## config.mk

```make
export PLATFORM = sky130hd
export DESIGN_NAME = prsim_and_tree_sequencer_flat
export DESIGN_NICKNAME = d
export VERILOG_FILES = /design/src/rtl/prsim_and_tree_sequencer_if.sv /design/src/rtl/prsim_and_tree_sequencer.sv /design/src/flat_wrapper.sv
export SDC_FILE = /design/constraint.sdc
export NUM_CORES = 1
export LEC_CHECK = 0
export ABC_AREA = 1
export ABC_CLOCK_PERIOD_IN_PS = 1950
export BUFFER_PORTS_ARGS = -buffer_cell sky130_fd_sc_hd__buf_2
export CORE_UTILIZATION = 51
export DETAILED_ROUTE_END_ITERATION = 8
export PLACE_DENSITY = 0.71
export SLEW_MARGIN = 20
export SYNTH_ARGS = -nofsm -noshare
export SYNTH_HDL_FRONTEND = slang
export SYNTH_SLANG_ARGS = --single-unit
```

## constraint.sdc

```tcl
create_clock -name clk -period 1.95 [get_ports clk]
set_input_delay 0.195 -clock clk [delete_from_list [all_inputs] [get_ports clk]]
set_output_delay 0.195 -clock clk [all_outputs]
set_load 0.01 [all_outputs]
```

## src/rtl/prsim_and_tree_sequencer_if.sv

```systemverilog
// Bus bundle between the AND-tree sequencer and its host/tree harness.
// master drives vectors and control; slave is the sequencer.
interface prsim_and_tree_sequencer_if #(
  parameter int N_INPUTS = 4,
  parameter int AW       = 3
);
  logic                vec_we;
  logic [AW-1:0]       vec_addr;
  logic [N_INPUTS-1:0] vec_data;
  logic                start;
  logic                abort;
  logic                dut_out;
  logic [N_INPUTS-1:0] drive;
  logic                busy;
  logic                done;
  logic                pass;
  logic [7:0]          err_count;
  logic [AW-1:0]       first_fail;
  logic [AW-1:0]       vec_index;

  modport master (
    output vec_we, vec_addr, vec_data,
    output start, abort, dut_out,
    input  drive, busy, done, pass,
    input  err_count, first_fail, vec_index
  );

  modport slave (
    input  vec_we, vec_addr, vec_data,
    input  start, abort, dut_out,
    output drive, busy, done, pass,
    output err_count, first_fail, vec_index
  );
endinterface

```

## src/rtl/prsim_and_tree_sequencer.sv

```systemverilog
// Clocked stimulus driver and checker for a co-simulated AND tree:
// applies stored vectors, waits for a stable output, tallies failures.
module prsim_and_tree_sequencer #(
  parameter  int N_INPUTS       = 4,
  parameter  int N_VECTORS      = 6,
  parameter  int SETTLE_CYCLES  = 4,
  parameter  int TIMEOUT_CYCLES = 64,
  localparam int AW = (N_VECTORS > 1) ? $clog2(N_VECTORS) : 1
) (
  input logic clk,
  input logic reset,
  prsim_and_tree_sequencer_if.slave bus
);

  localparam int MW = $clog2(SETTLE_CYCLES + 1);
  localparam int TW = $clog2(TIMEOUT_CYCLES + 1);

  localparam logic [MW-1:0] SETTLE_MAX = MW'(SETTLE_CYCLES);
  localparam logic [TW-1:0] TMO_MAX    = TW'(TIMEOUT_CYCLES);
  localparam logic [AW-1:0] LAST_IDX   = AW'(N_VECTORS - 1);
  localparam logic [AW:0]   NV         = (AW + 1)'(N_VECTORS);

  typedef enum logic [1:0] {
    IDLE,
    APPLY,
    SETTLE,
    CHECK
  } state_t;

  state_t state, state_nxt;

  logic [N_INPUTS-1:0] ram [N_VECTORS];

  logic [N_INPUTS-1:0] drive, drive_nxt;
  logic                done, done_nxt;
  logic                pass, pass_nxt;
  logic [7:0]          err_count, err_nxt;
  logic [AW-1:0]       first_fail, ff_nxt;
  logic [AW-1:0]       vec_index, idx_nxt;
  logic [MW-1:0]       match_cnt, match_nxt;
  logic [TW-1:0]       tmo_cnt, tmo_nxt;
  logic                ok, ok_nxt;
  logic [1:0]          sync;

  logic                s;
  logic                exp_bit;
  logic                we_ok;
  logic [MW-1:0]       match_inc;
  logic [TW-1:0]       tmo_inc;
  logic [7:0]          err_inc;
  logic [7:0]          err_new;

  // Vector RAM has no reset; host reloads it explicitly.
  assign we_ok = bus.vec_we && (state == IDLE) &&
                 ({1'b0, bus.vec_addr} < NV);

  always_ff @(posedge clk) begin
    if (we_ok) ram[bus.vec_addr] <= bus.vec_data;
  end

  // dut_out is asynchronous to clk.
  always_ff @(posedge clk) begin
    if (reset) sync <= 2'b00;
    else       sync <= {sync[0], bus.dut_out};
  end

  assign s       = sync[1];
  assign exp_bit = &ram[vec_index];

  always_ff @(posedge clk) begin
    if (reset) begin
      state      <= IDLE;
      drive      <= '0;
      done       <= 1'b0;
      pass       <= 1'b0;
      err_count  <= '0;
      first_fail <= '0;
      vec_index  <= '0;
      match_cnt  <= '0;
      tmo_cnt    <= '0;
      ok         <= 1'b0;
    end else begin
      state      <= state_nxt;
      drive      <= drive_nxt;
      done       <= done_nxt;
      pass       <= pass_nxt;
      err_count  <= err_nxt;
      first_fail <= ff_nxt;
      vec_index  <= idx_nxt;
      match_cnt  <= match_nxt;
      tmo_cnt    <= tmo_nxt;
      ok         <= ok_nxt;
    end
  end

  always_comb begin
    state_nxt = state;
    drive_nxt = drive;
    done_nxt  = done;
    pass_nxt  = pass;
    err_nxt   = err_count;
    ff_nxt    = first_fail;
    idx_nxt   = vec_index;
    match_nxt = match_cnt;
    tmo_nxt   = tmo_cnt;
    ok_nxt    = ok;
    err_new   = err_count;

    match_inc = (s == exp_bit) ? match_cnt + MW'(1) : '0;
    tmo_inc   = tmo_cnt + TW'(1);
    err_inc   = (err_count == 8'hff) ? err_count
                                     : err_count + 8'd1;

    unique case (state)
      IDLE: begin
        if (bus.start && !bus.abort) begin
          state_nxt = APPLY;
          err_nxt   = '0;
          ff_nxt    = '0;
          done_nxt  = 1'b0;
          pass_nxt  = 1'b0;
          idx_nxt   = '0;
        end
      end
      APPLY: begin
        drive_nxt = ram[vec_index];
        match_nxt = '0;
        tmo_nxt   = '0;
        state_nxt = SETTLE;
      end
      SETTLE: begin
        tmo_nxt   = tmo_inc;
        match_nxt = match_inc;
        // a settled match wins over a timeout in the same cycle
        if (match_inc == SETTLE_MAX) begin
          ok_nxt    = 1'b1;
          state_nxt = CHECK;
        end else if (tmo_inc == TMO_MAX) begin
          ok_nxt    = 1'b0;
          state_nxt = CHECK;
        end
      end
      CHECK: begin
        if (!ok) begin
          err_new = err_inc;
          if (err_count == 8'd0) ff_nxt = vec_index;
        end
        err_nxt = err_new;
        if (vec_index == LAST_IDX) begin
          state_nxt = IDLE;
          done_nxt  = 1'b1;
          pass_nxt  = (err_new == 8'd0);
        end else begin
          idx_nxt   = vec_index + AW'(1);
          state_nxt = APPLY;
        end
      end
      default: state_nxt = IDLE;
    endcase

    if (bus.abort && (state != IDLE)) begin
      state_nxt = IDLE;
      done_nxt  = 1'b0;
      drive_nxt = '0;
    end
  end

  assign bus.drive      = drive;
  assign bus.busy       = (state != IDLE);
  assign bus.done       = done;
  assign bus.pass       = pass;
  assign bus.err_count  = err_count;
  assign bus.first_fail = first_fail;
  assign bus.vec_index  = vec_index;

endmodule

```

## src/flat_wrapper.sv

```systemverilog
// flat-port wrapper written by rule: the top's interface ports become plain ports
module prsim_and_tree_sequencer_flat 
#(
  parameter  int N_INPUTS       = 4,
  parameter  int N_VECTORS      = 6,
  parameter  int SETTLE_CYCLES  = 4,
  parameter  int TIMEOUT_CYCLES = 64,
  localparam int AW = (N_VECTORS > 1) ? $clog2(N_VECTORS) : 1
)
  (clk, reset, bus_vec_we, bus_vec_addr, bus_vec_data, bus_start, bus_abort, bus_dut_out, bus_drive, bus_busy, bus_done, bus_pass, bus_err_count, bus_first_fail, bus_vec_index);
  prsim_and_tree_sequencer_if #(.N_INPUTS(N_INPUTS), .AW(3)) bus_i ();
  input logic clk;
  input logic reset;
  input wire logic [$bits(bus_i.vec_we)-1:0] bus_vec_we;
  input wire logic [$bits(bus_i.vec_addr)-1:0] bus_vec_addr;
  input wire logic [$bits(bus_i.vec_data)-1:0] bus_vec_data;
  input wire logic [$bits(bus_i.start)-1:0] bus_start;
  input wire logic [$bits(bus_i.abort)-1:0] bus_abort;
  input wire logic [$bits(bus_i.dut_out)-1:0] bus_dut_out;
  output wire logic [$bits(bus_i.drive)-1:0] bus_drive;
  output wire logic [$bits(bus_i.busy)-1:0] bus_busy;
  output wire logic [$bits(bus_i.done)-1:0] bus_done;
  output wire logic [$bits(bus_i.pass)-1:0] bus_pass;
  output wire logic [$bits(bus_i.err_count)-1:0] bus_err_count;
  output wire logic [$bits(bus_i.first_fail)-1:0] bus_first_fail;
  output wire logic [$bits(bus_i.vec_index)-1:0] bus_vec_index;
  assign bus_i.vec_we = bus_vec_we;
  assign bus_i.vec_addr = bus_vec_addr;
  assign bus_i.vec_data = bus_vec_data;
  assign bus_i.start = bus_start;
  assign bus_i.abort = bus_abort;
  assign bus_i.dut_out = bus_dut_out;
  assign bus_drive = bus_i.drive;
  assign bus_busy = bus_i.busy;
  assign bus_done = bus_i.done;
  assign bus_pass = bus_i.pass;
  assign bus_err_count = bus_i.err_count;
  assign bus_first_fail = bus_i.first_fail;
  assign bus_vec_index = bus_i.vec_index;
  prsim_and_tree_sequencer #(.N_INPUTS(N_INPUTS), .N_VECTORS(N_VECTORS), .SETTLE_CYCLES(SETTLE_CYCLES), .TIMEOUT_CYCLES(TIMEOUT_CYCLES)) u_core (.clk(clk), .reset(reset), .bus(bus_i));
endmodule
```

==> results.json <==
{
  "p_comb_share_pct": 27.8,
  "ys_warn_count": 0,
  "initial_core_util_pct": 53.3,
  "timing.fmax_mhz": 546,
  "cts_sinks": 62,
  "yosys.area_share.simple_pct": 24.9,
  "final_util_pct": 65.0,
  "clock-skew-final_ns": 0.0126,
  "p_leak_nw": 1.54,
  "whs_ns": 0.0782,
  "overflow": 0,
  "worstMarginPinSlew_ns": 0.592,
  "synth_seq_cells": 62,
  "fin_crit_ns": 1.83,
  "finalWeightedCongestion": 0.844,
  "avgRoutedWirePerCell_microns": 12.7,
  "synth_top_family_by_area": "simple AND/OR/NAND/NOR gates",
  "drc": 0,
  "syn-cell-area_sq_um": 2960,
  "p_int_mw": 2.58,
  "io_pins": 34,
  "grt_setup_unrepaired": "true",
  "mostFrequentLayoutCells": "nand2_1 (85), inv_1 (42), a21oi_1 (34), dfxtp_1 (33), buf_2 (33)",
  "cts_buffers": 9,
  "sw_frac_of_total_pct": 31.1,
  "power.density_nw_per_um2": 1040,
  "drt_pass1_iterations": 4,
  "drive_above_1_share_pct": 23.7,
  "maxCapViolCount": 0,
  "cts-root-buf": "clkbuf_8",
  "synth_top_area_share_pct": 25.7,
  "ys_types": 34,
  "grt_max_degree": 18,
  "worst_ep_arrival_time_ns": 2.10,
  "finalSetupViolCount": 0,
  "fin_ws_ns": 0.120,
  "num-fill-cells": 474,
  "grt_use_total_pct": 22.0,
  "end_kind": "flop",
  "relSlewSlack_pct": 60.5,
  "layout_commonest_cell": "nand2_1",
  "postRouteAntennaNets": 0,
  "die_area_sq_um": 6100,
  "vdd_drop_max_mv": 0.549,
  "synth_area_leader_cell": "dfxtp_1",
  "wirelength_microns": 6230,
  "multi_input_area_sq_um": 1310,
  "vias_per_cell": 5.08,
  "p_total_mw": 3.75,
  "hpwl_microns": 4540,
  "synth_area_leaders": "dfxtp_1 (26%), edfxtp_1 (24%), nand2_1 (11%), a21oi_1 (5.8%), inv_1 (5.3%)",
  "core_area_sq_um": 5540,
  "synth_xor_area_share_pct": 3.26,
  "fin_crit_sh_pct": 93.9,
  "slew_violations": 0,
  "pwr-share-clk_pct": 32.9,
  "cp_max_fo": 4,
  "critPathLaunchType": "flop",
  "synthAdderAreaFrac_pct": 4.66,
  "synthMuxAreaShare_pct": 0,
  "synthCells": 352,
  "switching_power_mw": 1.17,
  "status": "finished, final reports clean",
  "setup_tns_ns": 0,
  "cts.hold.buffers_added": 0,
  "worstSkewPairLatency_ns": 0.34,
  "worstPathRequired_ns": 2.22,
  "final-hold-violation-count": 0,
  "grt_pass1_vias": 2243,
  "hp-class": "in2reg",
  "grt_first_pass_wirelength_microns": 10200,
  "syn_to_final_growth_pct": 21.8,
  "die_w_microns": 78.1,
  "place_ws_ns": -0.0680,
  "sequentialPowerShare_pct": 39.3,
  "seq_area_frac_synth_pct": 50.1,
  "die_h_microns": 78.1,
  "diodes": 0,
  "synth_compound_area_share_pct": 10.3,
  "nets": 436,
  "path_clk_slew_ns": 0.06,
  "vias": 2483,
  "io_buffers": 33,
  "crit_type": "reg2reg",
  "ff_latch_area_sq_um": 1490,
  "drt_iter0_markers": 112,
  "num_rows": 27,
  "cts_tree": "yes",
  "whs_path_depth": 3,
  "htree_levels": 3,
  "synth_nets": 376,
  "cts_buffer_depth": 2,
  "reg2regPathDepth": 12,
  "syn_avg_cell_area_sq_um": 8.40,
  "antenna_found_initial": 0
}
-- layer usage --
layer,GRT usage (%),share of wire (%),vias up
met2,36.8,49,58
met4,10.6,1.8,0
li1,-,-,1271
met3,3.84,4.0,11
met1,27.6,45,1143
met5,0,0,-
-- state kept, by name (all words and copies together) (netlist names), named ones only --
signal and flops:
u_core.ok 1, u_core.bus.first_fail 3, u_core.bus.vec_index 3, u_core.match_cnt 3, u_core.state 2, u_core.bus.pass 1
u_core.bus.done 1, u_core.ram 24, u_core.bus.drive 4, u_core.tmo_cnt 7, u_core.bus.err_count 8, u_core.sync 2
-- area by class of cell --
| class | count | area share, % |
|---|---|---|
| sequential | 62 | 41.4 |
| multi-input combinational | 239 | 36.3 |
| timing repair buffer | 54 | 8.96 |
| inverter | 46 | 4.86 |
| clock buffer | 11 | 3.93 |
| tap | 72 | 2.50 |
| clock inverter | 5 | 2.05 |
-- stage by stage --
stage	area, sq um	cells
final	3600	489
after global routing	3600	489
after CTS	3540	485
after detailed placement	3300	468
after global placement	3300	468
after floorplan	2960	352
-- worst max-delay path: stages, from the launching register on --
cell and delay, ns:
dfxtp_2 0.33, ha_1 0.22, nand2_2 0.07, nor2_2 0.04, xor2_1 0.14, or3_1 0.34, nor3_2 0.22, nor2_1 0.08
nand2_2 0.08, nand2_2 0.06, nand2_1 0.05, nand2_1 0.04, nor2_1 0.09
-- cell usage after synthesis, drive strengths merged --
library cell	count
nor4	1
clkinv	2
o211ai	5
nor2	29
nor3	5
nand2	94
buf	1
ha	11
o21ai	10
xnor2	1
o21bai	1
a211oi	1
inv	44
or2	3
o221ai	1
a21boi	1
edfxtp	24
clkbuf	4
nand4	3
a21oi	34
or3	1
nand3	26
dfxtp	38
xor2	10
nand3b	2
-- what timing repair did --
item,CTS,global route
buffers inserted,1,4
pin swaps,1,5
gates resized for setup,4,11
endpoints found under the setup margin,2,3
-- power groups by stage --
stage | sequential, mW | clock, mW | combinational (mW)
after floorplan | 1.51 | 0 | 0.575
after global placement | 1.50 | 0 | 0.934
after detailed placement | 1.50 | 0 | 0.948
after CTS | 1.47 | 1.25 | 0.982
after global routing | 1.48 | 1.32 | 1.18
final | 1.47 | 1.23 | 1.04
-- worst paths after layout --
check / to / slack, ns / start
hold / removal: u_core.sync[0]$_SDFF_PP0_ / 0.08 / bus_dut_out
setup / recovery: u_core.state[0]$_SDFFE_PP0P_ / 0.12 / u_core.tmo_cnt[0]$_SDFFE_PP0P_
hold reg to reg: u_core.sync[1]$_SDFF_PP0_ / 0.42 / u_core.sync[0]$_SDFF_PP0_
setup reg to reg: u_core.state[0]$_SDFFE_PP0P_ / 0.12 / u_core.tmo_cnt[0]$_SDFFE_PP0P_
-- cell families after synthesis --
group,count (synthesis)
flip-flops,62
AND/OR/NAND/NOR,164
XOR/XNOR,11
buffers and inverters,51
AO/OA/AOI/OAI,53
adder cells (fa/ha/maj),11
Power figures use the tool's default switching activity.
